===== src/rtl/config_loader.sv =====
// Serial configuration bitstream loader.
// Hunts for a sync byte, then parses frames of {5-bit target, payload, even parity}
// and issues a one-cycle write strobe with the target address and payload word.
// Logic tiles take TILE_W-bit payloads; switch boxes take SB_W-bit payloads
// zero-extended into cfg_word. The end-of-configuration command locks the loader
// until reset.
module config_loader #(
    parameter logic [7:0]  SYNC      = 8'hA5,
    parameter int unsigned NUM_TILES = 9,
    parameter int unsigned NUM_SB    = 13,
    parameter int unsigned TILE_W    = 33,
    parameter int unsigned SB_W      = 16,
    parameter logic [4:0]  END_ADDR  = 5'd31
) (
    input  logic              clock,
    input  logic              reset_n,
    input  logic              cfg_bit,
    input  logic              cfg_valid,
    output logic [4:0]        cfg_addr,
    output logic [TILE_W-1:0] cfg_word,
    output logic              cfg_we,
    output logic              cfg_busy,
    output logic              cfg_err,
    output logic              cfg_done
);

    localparam int unsigned LEN_W = $clog2(TILE_W + 1);

    localparam logic [2:0] HUNT    = 3'd0;
    localparam logic [2:0] ADDR    = 3'd1;
    localparam logic [2:0] PAYLOAD = 3'd2;
    localparam logic [2:0] PARITY  = 3'd3;
    localparam logic [2:0] COMMIT  = 3'd4;
    localparam logic [2:0] DONE    = 3'd5;

    logic [2:0]        state;
    logic [7:0]        sync_sr;
    logic [4:0]        addr_sr;
    logic [TILE_W-1:0] pay_sr;
    logic [LEN_W-1:0]  cnt;
    logic [LEN_W-1:0]  len_last;
    logic              par;
    logic              is_end;

    // Decode of the address as it completes on the fifth address bit
    logic [4:0]        addr_full;
    logic              addr_tile;
    logic              addr_sb;
    logic              addr_end;

    // Combinational address classification for the bit being sampled
    always_comb begin
        addr_full = {addr_sr[3:0], cfg_bit};
        addr_tile = (32'(addr_full) < NUM_TILES);
        addr_sb   = !addr_tile && (32'(addr_full) < NUM_TILES + NUM_SB);
        addr_end  = (addr_full == END_ADDR);
    end

    // Busy whenever a frame is being parsed or committed
    always_comb begin
        cfg_busy = (state == ADDR) || (state == PAYLOAD) ||
                   (state == PARITY) || (state == COMMIT);
        cfg_done = (state == DONE);
    end

    // Frame parser FSM, shift registers and registered write port
    always_ff @(posedge clock) begin
        if (!reset_n) begin
            state    <= HUNT;
            sync_sr  <= '0;
            addr_sr  <= '0;
            pay_sr   <= '0;
            cnt      <= '0;
            len_last <= '0;
            par      <= 1'b0;
            is_end   <= 1'b0;
            cfg_addr <= '0;
            cfg_word <= '0;
            cfg_we   <= 1'b0;
            cfg_err  <= 1'b0;
        end else begin
            cfg_we <= 1'b0;
            case (state)
                HUNT: begin
                    if (cfg_valid) begin
                        sync_sr <= {sync_sr[6:0], cfg_bit};
                        if ({sync_sr[6:0], cfg_bit} == SYNC) begin
                            state   <= ADDR;
                            cnt     <= '0;
                            par     <= 1'b0;
                            addr_sr <= '0;
                            pay_sr  <= '0;
                        end
                    end
                end
                ADDR: begin
                    if (cfg_valid) begin
                        addr_sr <= addr_full;
                        par     <= par ^ cfg_bit;
                        cnt     <= cnt + 1'b1;
                        if (cnt == LEN_W'(4)) begin
                            cnt    <= '0;
                            is_end <= addr_end;
                            if (addr_tile) begin
                                len_last <= LEN_W'(TILE_W - 1);
                                state    <= PAYLOAD;
                            end else if (addr_sb) begin
                                len_last <= LEN_W'(SB_W - 1);
                                state    <= PAYLOAD;
                            end else if (addr_end) begin
                                state <= PARITY;
                            end else begin
                                cfg_err <= 1'b1;
                                state   <= HUNT;
                            end
                        end
                    end
                end
                PAYLOAD: begin
                    if (cfg_valid) begin
                        // Shifting from a cleared register places the first bit at len-1
                        pay_sr <= {pay_sr[TILE_W-2:0], cfg_bit};
                        par    <= par ^ cfg_bit;
                        cnt    <= cnt + 1'b1;
                        if (cnt == len_last) begin
                            state <= PARITY;
                        end
                    end
                end
                PARITY: begin
                    if (cfg_valid) begin
                        if (par ^ cfg_bit) begin
                            cfg_err <= 1'b1;
                            state   <= HUNT;
                        end else if (is_end) begin
                            state <= DONE;
                        end else begin
                            cfg_we   <= 1'b1;
                            cfg_addr <= addr_sr;
                            cfg_word <= pay_sr;
                            state    <= COMMIT;
                        end
                    end
                end
                COMMIT: begin
                    state <= HUNT;
                end
                DONE: begin
                    state <= DONE;
                end
                default: begin
                    state <= HUNT;
                end
            endcase
        end
    end

endmodule


===== config.mk =====
export PLATFORM = sky130hd
export DESIGN_NAME = config_loader
export DESIGN_NICKNAME = d
export VERILOG_FILES = /design/src/rtl/config_loader.sv
export SDC_FILE = /design/constraint.sdc
export NUM_CORES = 1
export LEC_CHECK = 0
export CORE_MARGIN = 1.5
export CORE_UTILIZATION = 55
export CTS_CLUSTER_SIZE = 25
export DETAILED_ROUTE_END_ITERATION = 6
export HOLD_SLACK_MARGIN = 0.05
export PLACE_DENSITY = 0.79
export SLEW_MARGIN = 0
export SYNTH_ARGS = -nofsm -noshare
export SYNTH_HDL_FRONTEND = slang
export SYNTH_SLANG_ARGS = --single-unit

===== constraint.sdc =====
create_clock -name clock -period 2.63 [get_ports clock]
set_clock_uncertainty 0.2 [all_clocks]
set_input_delay 0.526 -clock clock [delete_from_list [all_inputs] [get_ports clock]]
set_output_delay 0.526 -clock clock [all_outputs]
set_load 0.03 [all_outputs]

== After elaboration in Yosys (flattened, before gate mapping) ==
Index checks and enable logic that the tools add are counted.

* Flip-flop bits (word level): 102
* Bits in latches: 0
* Bits in writable memories: 0
* Bits in read-only memories: 0
* Input bits: 4
* Output and inout bits: 42
* Word-level logic and storage cells: 108
* Memories: 0

* $add $sub $neg: 1
* $mul: 0
* Divide/modulo/power cells: 0
* Order comparisons: 2
* Eq/ne operators: 21
* Shifts and indexed selects: 0
* Multiplexer cells: 42
* Bitwise operators: 6
* Reduce and logical (&&, ||, !) cells: 24

{| class="wikitable"
|+ Operator list
! cell !! count
|-
| $mux 33 || 3
|-
| $pmux 33 s2 || 1
|-
| $mux 6 || 7
|-
| $mux 3 || 8
|-
| $reduce_and 4->1 || 5
|-
| $pmux 6 s3 || 1
|-
| $ne 2x2->1 const B || 8
|-
| $mux 5 || 3
|-
| $pmux 3 s5 || 1
|-
| $mux 1 || 12
|-
| $pmux 5 s2 || 1
|-
| $reduce_bool 2->1 || 5
|-
| $eq 8x8->1 const B || 1
|-
| $ne 2x1->1 const B || 4
|-
| $reduce_and 8->1 || 1
|-
| $reduce_and 7->1 || 1
|-
| $add 6x1->6 const B || 1
|-
| $eq 3x2->1 const B || 2
|-
| $eq 3x3->1 const B || 2
|-
| $eq 6x3->1 const B || 1
|-
| $eq 6x6->1 || 1
|-
| $mux 2 || 3
|-
| $eq 5x5->1 const B || 1
|-
| $lt 5x4->1 const B || 1
|-
| 15 further kinds || 22
|}

== Logic depth before layout (Yosys ltp) ==
Gate-level depths: netlist of the first run.

* Depth in word-level cells: 8
* Mapped depth: 8
* Gate-level depth less buffers: 6

== Least setup slack after synthesis of the first run ==
Ideal clock, no wire load.

* Kind: in2reg
* Start point: in cfg_bit
* End point: reg cfg_word[10]
* Setup time: 0.132 ns
* Arrival time: 1.962 ns
* Required time: 2.298 ns
* Path slack: 0.336 ns
* Cell stages on the path: 8
* Path buffers: 3
* Cells stage by stage: buf_2 -> xnor2_1 -> nand2_1 -> or4_1 -> clkbuf_1 -> clkbuf_1 -> nand2_1 -> a21oi_1

* Word-level cells in the longest chain between the ends: 3

{| class="wikitable"
|+ RTL lines
! item !! line !! source
|-
| start, declared || 17 || <nowiki>input logic cfg_bit,</nowiki>
|-
| $xor 1x1->1 || 132 || <nowiki>if (par ^ cfg_bit) begin</nowiki>
|-
| $not 1->1 (no line) || n/a ||
|-
| $reduce_and 4->1 (no line) || n/a ||
|-
| end signal, assigned || 140 || <nowiki>cfg_word <= pay_sr;</nowiki>
|-
| end, declared || 20 || <nowiki>output logic [TILE_W-1:0] cfg_word,</nowiki>
|}

No other way between the ends.
A chain may end at the register's enable or synchronous reset.

== Final worst setup path of the first run ==
* Start point: reg state[2]
* End point: out cfg_done

* Word-level cells in the longest chain between the ends: 1

{| class="wikitable"
|+ RTL lines
! item !! line !! source
|-
| start, declared || 36 || <nowiki>logic [2:0] state;</nowiki>
|-
| start signal, assigned || 69 || <nowiki>state <= HUNT;</nowiki>
|-
| start signal, assigned || 88 || <nowiki>state <= ADDR;</nowiki>
|-
| start signal, assigned || 106 || <nowiki>state <= PAYLOAD;</nowiki>
|-
| $eq 3x3->1 || 63 || <nowiki>cfg_done = (state == DONE);</nowiki>
|-
| end, declared || 24 || <nowiki>output logic cfg_done</nowiki>
|}

No other way between the ends.

==> results of run 1 <==
## Yosys cell counts (2+ instances only)
cell	count
inv_1	6
nor2_1	54
nor4bb_1	2
dfxtp_1	98
and4_1	3
mux2i_1	8
nand3_1	9
nand4_1	3
a211oi_1	2
a21oi_1	54
xnor2_1	2
nor3b_1	2
nand2_1	96
or4_1	3
a22oi_1	34
clkbuf_1	23
o21a_1	3
ha_1	2
nand4b_1	2
o21ai_0	5
or3_1	2
buf_2	3
## per-layer routing
metal | share of wire | vias up | wire length, um
met4 | 0.011 | 0 | 88
met1 | 0.47 | 1536 | 3885
met5 | 0 | - | 0
met3 | 0.053 | 9 | 433
met2 | 0.46 | 73 | 3802
li1 | - | 1623 | -
## critical path, stage by stage (launching register included)
cell and delay, ns:
dfxtp_1 0.54, nand2_1 0.13, nor2_1 0.15, clkdlybuf4s50_1 0.68
## final timing paths
check,endpoint,slack [ns],depth (start not counted)
worst min register to register,cfg_word[5],0.26,2
worst max-delay path,cfg_done,0.04,3
worst min-delay path,cfg_word[5],0.26,2
worst max register to register,cnt[5],0.34,5
## sequential cells by signal (all words and copies together), names as in the netlist
signal,flops
cfg_we,1
addr_sr,5
len_last,2
is_end,1
cfg_word,33
cfg_addr,5
cfg_err,1
sync_sr,7
cnt,6
state,3
par,1
pay_sr,33
## area by class of cell
class                      count  area share
sequential                    98      0.4307
timing repair buffer          64      0.1335
inverter                       7    0.005768
clock buffer                   9     0.02719
tap                           77     0.02115
multi-input combinational    310      0.3628
clock inverter                 7     0.01895
## power breakdown
part | switching (mW) | internal, mW
registers | 0.00160 | 1.48
clock network | 0.561 | 0.458
logic | 0.0367 | 0.0192
## timing repair
item                       4_1_cts  5_1_grt
buffers inserted                 0        0
setup endpoints to repair        0        1
resized for setup                0        1
## cell families (layout without fill, tap and decap cells)
logic type | count (synthesis) | in the layout | synth area share
and+or+nand+nor | 186 | 186 | 0.2170
AOI/OAI and AO/OA | 110 | 110 | 0.1826
DFF | 98 | 98 | 0.5234
buffers and inverters | 35 | 87 | 0.03905
muxes | 9 | 9 | 0.02437
xor gates and xnor gates | 3 | 3 | 0.007011
adders and majority gates | 2 | 2 | 0.006675
## cells in the final DEF, fill, tap and decap left out, types with 3 or more instances in the layout
| master | count |
|---|---|
| inv_6 | 3 |
| o21ai_0 | 5 |
| dfxtp_1 | 98 |
| or4_1 | 3 |
| a21oi_1 | 54 |
| nand3_1 | 9 |
| inv_1 | 6 |
| mux2i_1 | 8 |
| buf_4 | 18 |
| clkbuf_8 | 9 |
| nand4_1 | 3 |
| nand2_1 | 96 |
| o21a_1 | 3 |
| and4_1 | 3 |
| nor2_1 | 53 |
| clkdlybuf4s50_1 | 44 |
| a22oi_1 | 34 |
## per-stage QoR
stage                     power (mW)  hold slack, ns    util  TNS [ns]  std cells
final                          2.561          0.2584  0.7053         0        572
after CTS                      2.573          0.2589  0.7050         0        572
after floorplan                1.554          0.2316       -         0        443
after global routing           2.650          0.2841  0.7053         0        572
after global placement         1.576          0.2419  0.6724         0        556
after detailed placement       1.576          0.2461  0.6724  -0.04941        556
==> impl_metrics.tcl, run 1 <==
set metrics [dict create \
    power.density_nw_per_um2 562.1 \
    vias 3241 \
    overflow 0 \
    tightestPinTransition_ns 0.6893 \
    start_util 0.5804 \
    cts.clk_slew.worst_paths_ns 0.10 \
    layout_setup_ws_ns 0.03965 \
    synth_top_cell_area_share 0.5234 \
    grt.met3_usage 0.05871 \
    maxCapViolCount 0 \
    multiInputGateArea_um2 1653 \
    die-area_um2 7320 \
    boundaryPins 46 \
    worstSetupPathType "register to output pin" \
    top_usage_layer "met2" \
    place_congestion 0.8356 \
    dp_hpwl_mm 5.395 \
    met1_usage 0.3143 \
    synth_edf_count 0 \
    groute.usage.overall 0.2331 \
    violations "design-rule violations" \
    place_area_um2 4343 \
    crit_fanout 10 \
    area_growth_pct 21.53 \
    root_buffer "clkbuf_8" \
    seqCellArea_um2 1962 \
    wl_per_cell_um 14.35 \
    synth.distinct_cells 49 \
    status "complete, but fails checks" \
    nFillCells 549 \
    route.detailed.drc 1 \
    clock_sinks 98 \
    slew_violations 0 \
    worstHoldPathType "register to register" \
    start_kind "register" \
    clock.fmax_mhz 386.0 \
    async_flop_share 0 \
    cts_tree "done" \
    seq_area_frac_synth 0.5234 \
    leakage_nw 1.609 \
    synth_area_um2 3749 \
    viasPerCell 5.666 \
    startpoint "state[2]" \
    ant_nets 0 \
    yosysTopAreaCell "dfxtp_1" \
    final_cell_area_um2 4556 \
    grt_max_degree 91 \
    routed_wl_mm 8.209 \
    holdCritStartpoint "cfg_word[5]" \
    rsz0062_at_grt "no" \
    grt_pass1_wl_mm 13.59 \
    clk_path_buf_depth 2 \
    core_um2 6459 \
    power.ir.vdd_worst_mv 0.3966 \
    grtUsageMet2 0.3629 \
    critPathArrivalTime_ns 1.86 \
    postCtsHoldBufs 0 \
    row_count 29 \
    synthFlopType "dfxtp_1" \
    worstSetupEndpointType "output pin" \
    clock_latency_ns 0.37 \
    syn_nets 449 \
    diodes 0 \
    antenna_found_initial 0 \
    slew_headroom 0.5356 \
    drive_gt1_frac 0.08485 \
    layout_min_cycle_time_ns 2.590 \
    finalHoldViolCount 0 \
    cts_buffers 9 \
    synth_cells 443 \
    die_h_um 85.56 \
    cts_max_level 3 \
    dp_slack_ns -0.04941 \
    portBuffers 45 \
    yosys_warnings 0 \
    nets 496 \
    worstPathRequired_ns 1.90 \
    post-route-period-util 0.9849 \
    reg2reg_from "state[0]" \
    synth.top_cells.by_area "dfxtp_1 (52%), nand2_1 (9.6%), a21oi_1 (7.2%), a22oi_1 (6.8%), nor2_1 (5.4%)" \
    die_w_um 85.56 \
    syn_avg_cell_area_um2 8.462 \
    setup_violations 0 \
    grt_pass1_vias 2954 \
    firstDrtPassIters 6 \
    ys_seq_elements 98 \
    drtIter0Drc 183 \
]
Power figures use the tool's default switching activity.
==> run 2: changes to the inputs <==
--- a/config.mk
+++ b/config.mk
@@ -7,6 +7,7 @@
 export LEC_CHECK = 0
 export CORE_MARGIN = 1.5
 export CORE_UTILIZATION = 55
+export CTS_CLUSTER_DIAMETER = 60
 export CTS_CLUSTER_SIZE = 25
 export DETAILED_ROUTE_END_ITERATION = 6
 export HOLD_SLACK_MARGIN = 0.05
==> results of run 2 <==
The final DEF is identical to that of run 1; final timing and power are the same.
==> patch 1 (config.mk and constraints of run 2) <==
Make the reset (`reset_n`) asynchronous in one clocked block.
--- a/src/rtl/config_loader.sv
+++ b/src/rtl/config_loader.sv
@@ -66,3 +66,3 @@
     // Frame parser FSM, shift registers and registered write port
-    always_ff @(posedge clock) begin
+    always_ff @(posedge clock or negedge reset_n) begin
         if (!reset_n) begin
Check against the original RTL: differs if reset_n is asserted again (counterexample within 10 cycles, from zero or initial values and one cycle with reset_n low); with reset_n held inactive, the same outputs for 10 cycles.
==> patch 1 against run 2 <==
Sequential cell count unchanged; critical endpoint is now cfg_busy; largest cell class unchanged; wire length up 1.5%; setup slack better by 180 ps; count of clock-buffer cells in the layout up 2; area after synthesis up 17%; via count down 10%; cell area up 14%.
Power is not compared: it rests on default switching activity, and its combinational part moved more than twofold at a synthesized area within 25%.
==> patch 1: results (changes against run 2) <==
| Metric | Value |
|---|---|
| Met3 Use GR | 3.40% (-2.5 points) |
| Met2 Usage GRT | 35.4% (-0.92 points) |
| YS warnings | 0 (unchanged) |
| First-pass GRT wire length | 14300 microns (+4.9%) |
| Routed vias | 2909 (-10%) |
| Share of cells above drive strength 1 | 20.2% (+12 points) |
| Sequential Power | 0.00242 W |
| DR WL met2 | 4190 microns (+10%) |
| Lkg Pwr | 2.34 nW |
| M1 wire length | 3690 microns (-5.1%) |
| Synth unique cells | 49 (unchanged) |
| Antenna violations before repair | 0 (unchanged) |
| Hold Path Origin | cfg_addr[2] |
| Max Fanout on Critical Path | 11 (+1) |
| Post-synth top cells | dfrtp_1 (98), nand2_1 (46), mux2_2 (45), inv_1 (43), mux2i_1 (38) |
| Worst R2R Setup Slack | 340 ps (about the same) |
| Clk root buf | clkbuf_8 |
| Switching pwr | 0.00199 W |
| WHS Path Cells | 1 (-1) |
| DRT Pass-1 Iters | 4 (-2) |
| Largest net degree at the start of global routing | 46 (-49%) |
| Crit path max-delay family | flip-flops |
| Largest cells by area after synthesis | dfrtp_1 (56%), mux2_2 (12%), mux2i_1 (8.7%) |
| Final HPWL DP | 5600 microns (+3.8%) |
| Outcome | finished clean |
| Critical path arrival | 1680 ps (-180 ps) |
| WHS Endpoint | cfg_addr[2] |
| Post-Syn Nets | 376 (-16%) |
| Leading area contributor after synthesis | dfrtp_1 |
| Sequential fraction of the synthesis area | 56.1% (+3.7 points) |
| R2r endpoint | cnt[5] |
| Ant diodes | 0 (unchanged) |
| DR iter-0 viols | 158 (-14%) |
| CTS max path bufs | 2 (unchanged) |
| Slew @ Worst Pin | 721 ps (+31.5 ps) |
| DR WL/cell | 15.5 microns (+8.1%) |
| # port buffers | 45 (unchanged) |
| R2R cell count | 4 (-1) |
| Hold WC Path Type | reg -> reg |
| Fraction of registers with async set/reset | 100% (+100 points) |
| Worst R2R Start | state[1] |
| GRT Resource Usage Total | 21.5% (-1.8 points) |
| Placer congestion estimate | 0.876 (+4.8%) |
| Fill cells | 590 (+7.5%) |
| Switching Share | 38.2% |
| H-tree levels | 3 (unchanged) |
| Cts bufs inserted | 9 (unchanged) |
| Vias in the first global route | 3112 (+5.3%) |
| Post-CTS Setup Inserts | 0 (unchanged) |
| Top flop regs | cfg_word x33, pay_sr x33, sync_sr x7 |
| CP max stage delay | 550 ps (-130 ps) |
| Layout Nets | 436 (-12%) |
| Worst-path clk slew | 90 ps |
| Combinational power share | 36.8% |
| Metal3 WL | 280 microns (-35%) |
| Met1 Resource Use GR | 27.5% (-3.9 points) |
| Maximum VDD drop | 0.523 mV |
| CP max stage cell | dfrtp_1 |
| Top Metal Used | met4 |
patch 1: layout make-up:
cell class / instances / area share [%]
Sequential cell: 98 / 47.1
Inverter: 44 / 3.17
Tap cell: 102 / 2.45
Clock buffer: 11 / 2.52
Timing Repair Buffer: 64 / 11.9
Multi-Input combinational cell: 213 / 32.2
Clock inverter: 5 / 0.720
patch 1: worst max-delay path by stage:
| stage | start | endpoint | slack, ps |
|---|---|---|---|
| 4_1_cts | state[1] | cfg_done | 10 |
| 6_report | state[1] | cfg_busy | 220 |
| 3_5_place_dp | cfg_bit | pay_sr[17] | 6 |
| 3_3_place_gp | cfg_bit | cnt[5] | 90 |
| 2_1_floorplan | cfg_bit | cfg_word[13] | 460 |
| 5_1_grt | state[1] | cfg_busy | 160 |
patch 1: timing repair:
action,in CTS,in global routing
endpoints found under the hold margin,41,0
gates resized for setup,1,2
endpoints found under the setup margin,1,1
hold buffers,1,0
patch 1: per-stage QoR:
step / instance area, sq um / hold slack (ps) / instances / setup slack (ps) / util (%)
global route: 5210 / 334 / 537 / 164 / 67.5
finish: 5210 / 310 / 537 / 222 / 67.5
CTS: 5210 / 313 / 537 / 10.5 / 67.4
global placement: 5030 / 260 / 520 / 90.9 / 65.1
detailed placement: 5030 / 293 / 520 / 5.69 / 65.1
floorplan: 4370 / 30.4 / 370 / 462 / -
patch 1: logic make-up (layout without fill, tap and decap cells):
family,count (synthesis),count (layout),synth area share [%]
flip-flops,98,98,56.1
AO/OA/AOI/OAI,40,40,7.15
adder cells (fa/ha/maj),2,2,0.572
buffers and inverters,59,124,5.63
multiplexers,83,83,20.3
XOR/XNOR,4,4,0.801
AND/OR/NAND/NOR,84,84,9.50
==> patch 2 (config.mk and constraints of run 2) <==
Made on the original files. Change the parameter `TILE_W` from 33 to 41.
--- a/src/rtl/config_loader.sv
+++ b/src/rtl/config_loader.sv
@@ -10,3 +10,3 @@
     parameter int unsigned NUM_SB    = 13,
-    parameter int unsigned TILE_W    = 33,
+    parameter int unsigned TILE_W    = 41,
     parameter int unsigned SB_W      = 16,
Interface: changed (resized cfg_word); port bits go from 46 to 54. No check against the original RTL was run, so the function may have changed too.
==> patch 2 against run 2 <==
Setup slack improved by 190 ps; first-iteration DRC count is 48% higher; cell area rose by 25%; sequential cell count is 17 higher; largest cell class unchanged; wire length grew 27%; area after synthesis increased by 21%; critical endpoint is now cfg_busy.
Power is not compared: it rests on default switching activity, and its combinational part moved more than twofold at a synthesized area within 25%.
==> patch 2: results (changes against run 2) <==
| Metric | Value |
|---|---|
| Met1 Resource Use GR | 31.7% (+0.31 points) |
| Layout Cells excl Fill | 723 (+26%) |
| Worst-path clk slew | 60 ps (-40 ps) |
| Maximum VDD drop | 0.561 mV |
| H-tree levels | 4 (+1) |
| Met3 Use GR | 6.80% (+0.93 points) |
| Fraction of registers with async set/reset | 0% (unchanged) |
| Most frequent cell after synthesis | nand2_1 |
| Hold Path Origin | cfg_valid |
| Largest net degree at the start of global routing | 89 (-2.2%) |
| GRT Resource Usage Total | 25.6% (+2.2 points) |
| Share of cells above drive strength 1 | 9.50% (+1.0 points) |
| Post-CTS Setup Inserts | 0 (unchanged) |
| M1 wire length | 4590 microns (+18%) |
| Post-Syn Nets | 573 (+28%) |
| YS warnings | 0 (unchanged) |
| DR WL/cell | 14.4 microns (+0.58%) |
| Vias in the first global route | 3735 (+26%) |
| Worst R2R Start | state[2] |
| Cts bufs inserted | 17 (+8) |
| Met2 Usage GRT | 41.5% (+5.2 points) |
| Slew headroom | 33.3% (-20 points) |
| Metal3 WL | 591 microns (+36%) |
| Top Metal Used | met4 |
| Routed vias | 4059 (+25%) |
| Worst R2R Setup Slack | 390 ps (+50 ps) |
| First-pass GRT wire length | 17500 microns (+29%) |
| CTS resizes | 4 (+4) |
| Final HPWL DP | 6190 microns (+15%) |
| CTS max path bufs | 2 (unchanged) |
| # port buffers | 53 (+18%) |
| Clk root buf | clkbuf_8 |
| Post-synth top cells | nand2_1 (161), dfxtp_1 (115), a21oi_1 (106), nand3_1 (57), clkbuf_1 (23) |
| Crit share post-route | 91.4% (-7.1 points) |
| Skew-Pair Late Insertion Delay | 520 ps (+150 ps) |
| DRT Pass-1 Iters | 5 (-1) |
| Outcome | finished clean |
| Dpl cell area | 5090 sq um (+17%) |
| Top flop regs | cfg_word x41, pay_sr x41, sync_sr x7 |
| DR iter-0 viols | 270 (+48%) |
| DR WL met2 | 5070 microns (+33%) |
| Layout Nets | 614 (+24%) |
| Synth unique cells | 46 (-6.1%) |
| DP Worst Slack | 12.3 ps (+61.7 ps) |
| Critical Path Source | state[0] |
| Placer congestion estimate | 0.837 (+0.20%) |
| Average size of a mapped cell | 8.02 sq um (-5.2%) |
| Largest cells by area after synthesis | dfxtp_1 (51%), nand2_1 (13%), a21oi_1 (12%) |
| Hold WC Path Type | in -> reg |
| Fin Hold WS | 203 ps (-55.0 ps) |
| Max Fanout on Critical Path | 10 (unchanged) |
| Sequential fraction of the synthesis area | 50.6% (-1.7 points) |
| Antenna violations before repair | 0 (unchanged) |
| Placed insts | 691 (+24%) |
patch 2: changes by cell type in the layout (fill, tap and decap cells not counted), sizes merged, moves of 4 or more:
| cell | before | now |
|---|---|---|
| a21oi | 54 | 106 |
| a22oi | 34 | 0 |
| and3 | 0 | 4 |
| buf | 19 | 14 |
| clkbuf | 9 | 18 |
| clkdlybuf4s50 | 44 | 50 |
| clkinv | 3 | 7 |
| dfxtp | 98 | 115 |
| mux2i | 8 | 1 |
| nand2 | 96 | 161 |
| nand3 | 9 | 58 |
| nor2 | 54 | 14 |
| nor3 | 1 | 5 |
| o21ai | 5 | 10 |
patch 2: layout make-up:
type | instances | area, sq um
Clock buffer | 18 | 418
Clock inverter | 14 | 178
Fill cell | 572 | 2150
Inverter | 9 | 35.0
Multi-Input combinational cell | 399 | 1990
Sequential cell | 115 | 2310
Tap cell | 102 | 128
Timing Repair Buffer | 66 | 637
patch 2: path summary, 6_finish.rpt:
path	end	cells after the start
worst min register to register	cfg_word[10]	2
worst min-delay path	pay_sr[16]	3
worst max register to register	pay_sr[20]	5
worst max-delay path	cfg_busy	3
patch 2: cell families after synthesis:
logic type               synth area share [%]
XOR/XNOR                                0.963
flip-flops                               50.6
AO/OA/AOI/OAI                            16.0
adder cells (fa/ha/maj)                 0.550
multiplexers                            0.220
buffers and inverters                    5.97
AND/OR/NAND/NOR                          25.7
patch 2: where the power goes:
| group | switching, W | leakage, nW | internal [W] |
|---|---|---|---|
| Clock | 0.000853 | 0.291 | 0.00146 |
| Sequential | 0.0000111 | 0.928 | 0.00175 |
| Combinational | 0.000128 | 0.757 | 0.0000451 |
| Total | 0.000992 | 1.98 | 0.00325 |
patch 2: critical path, cell delays in order (launching register included):
cell	delay, ps
dfxtp_2	380
nor2_1	240
xnor2_1	140
dlygate4sd2_1	410
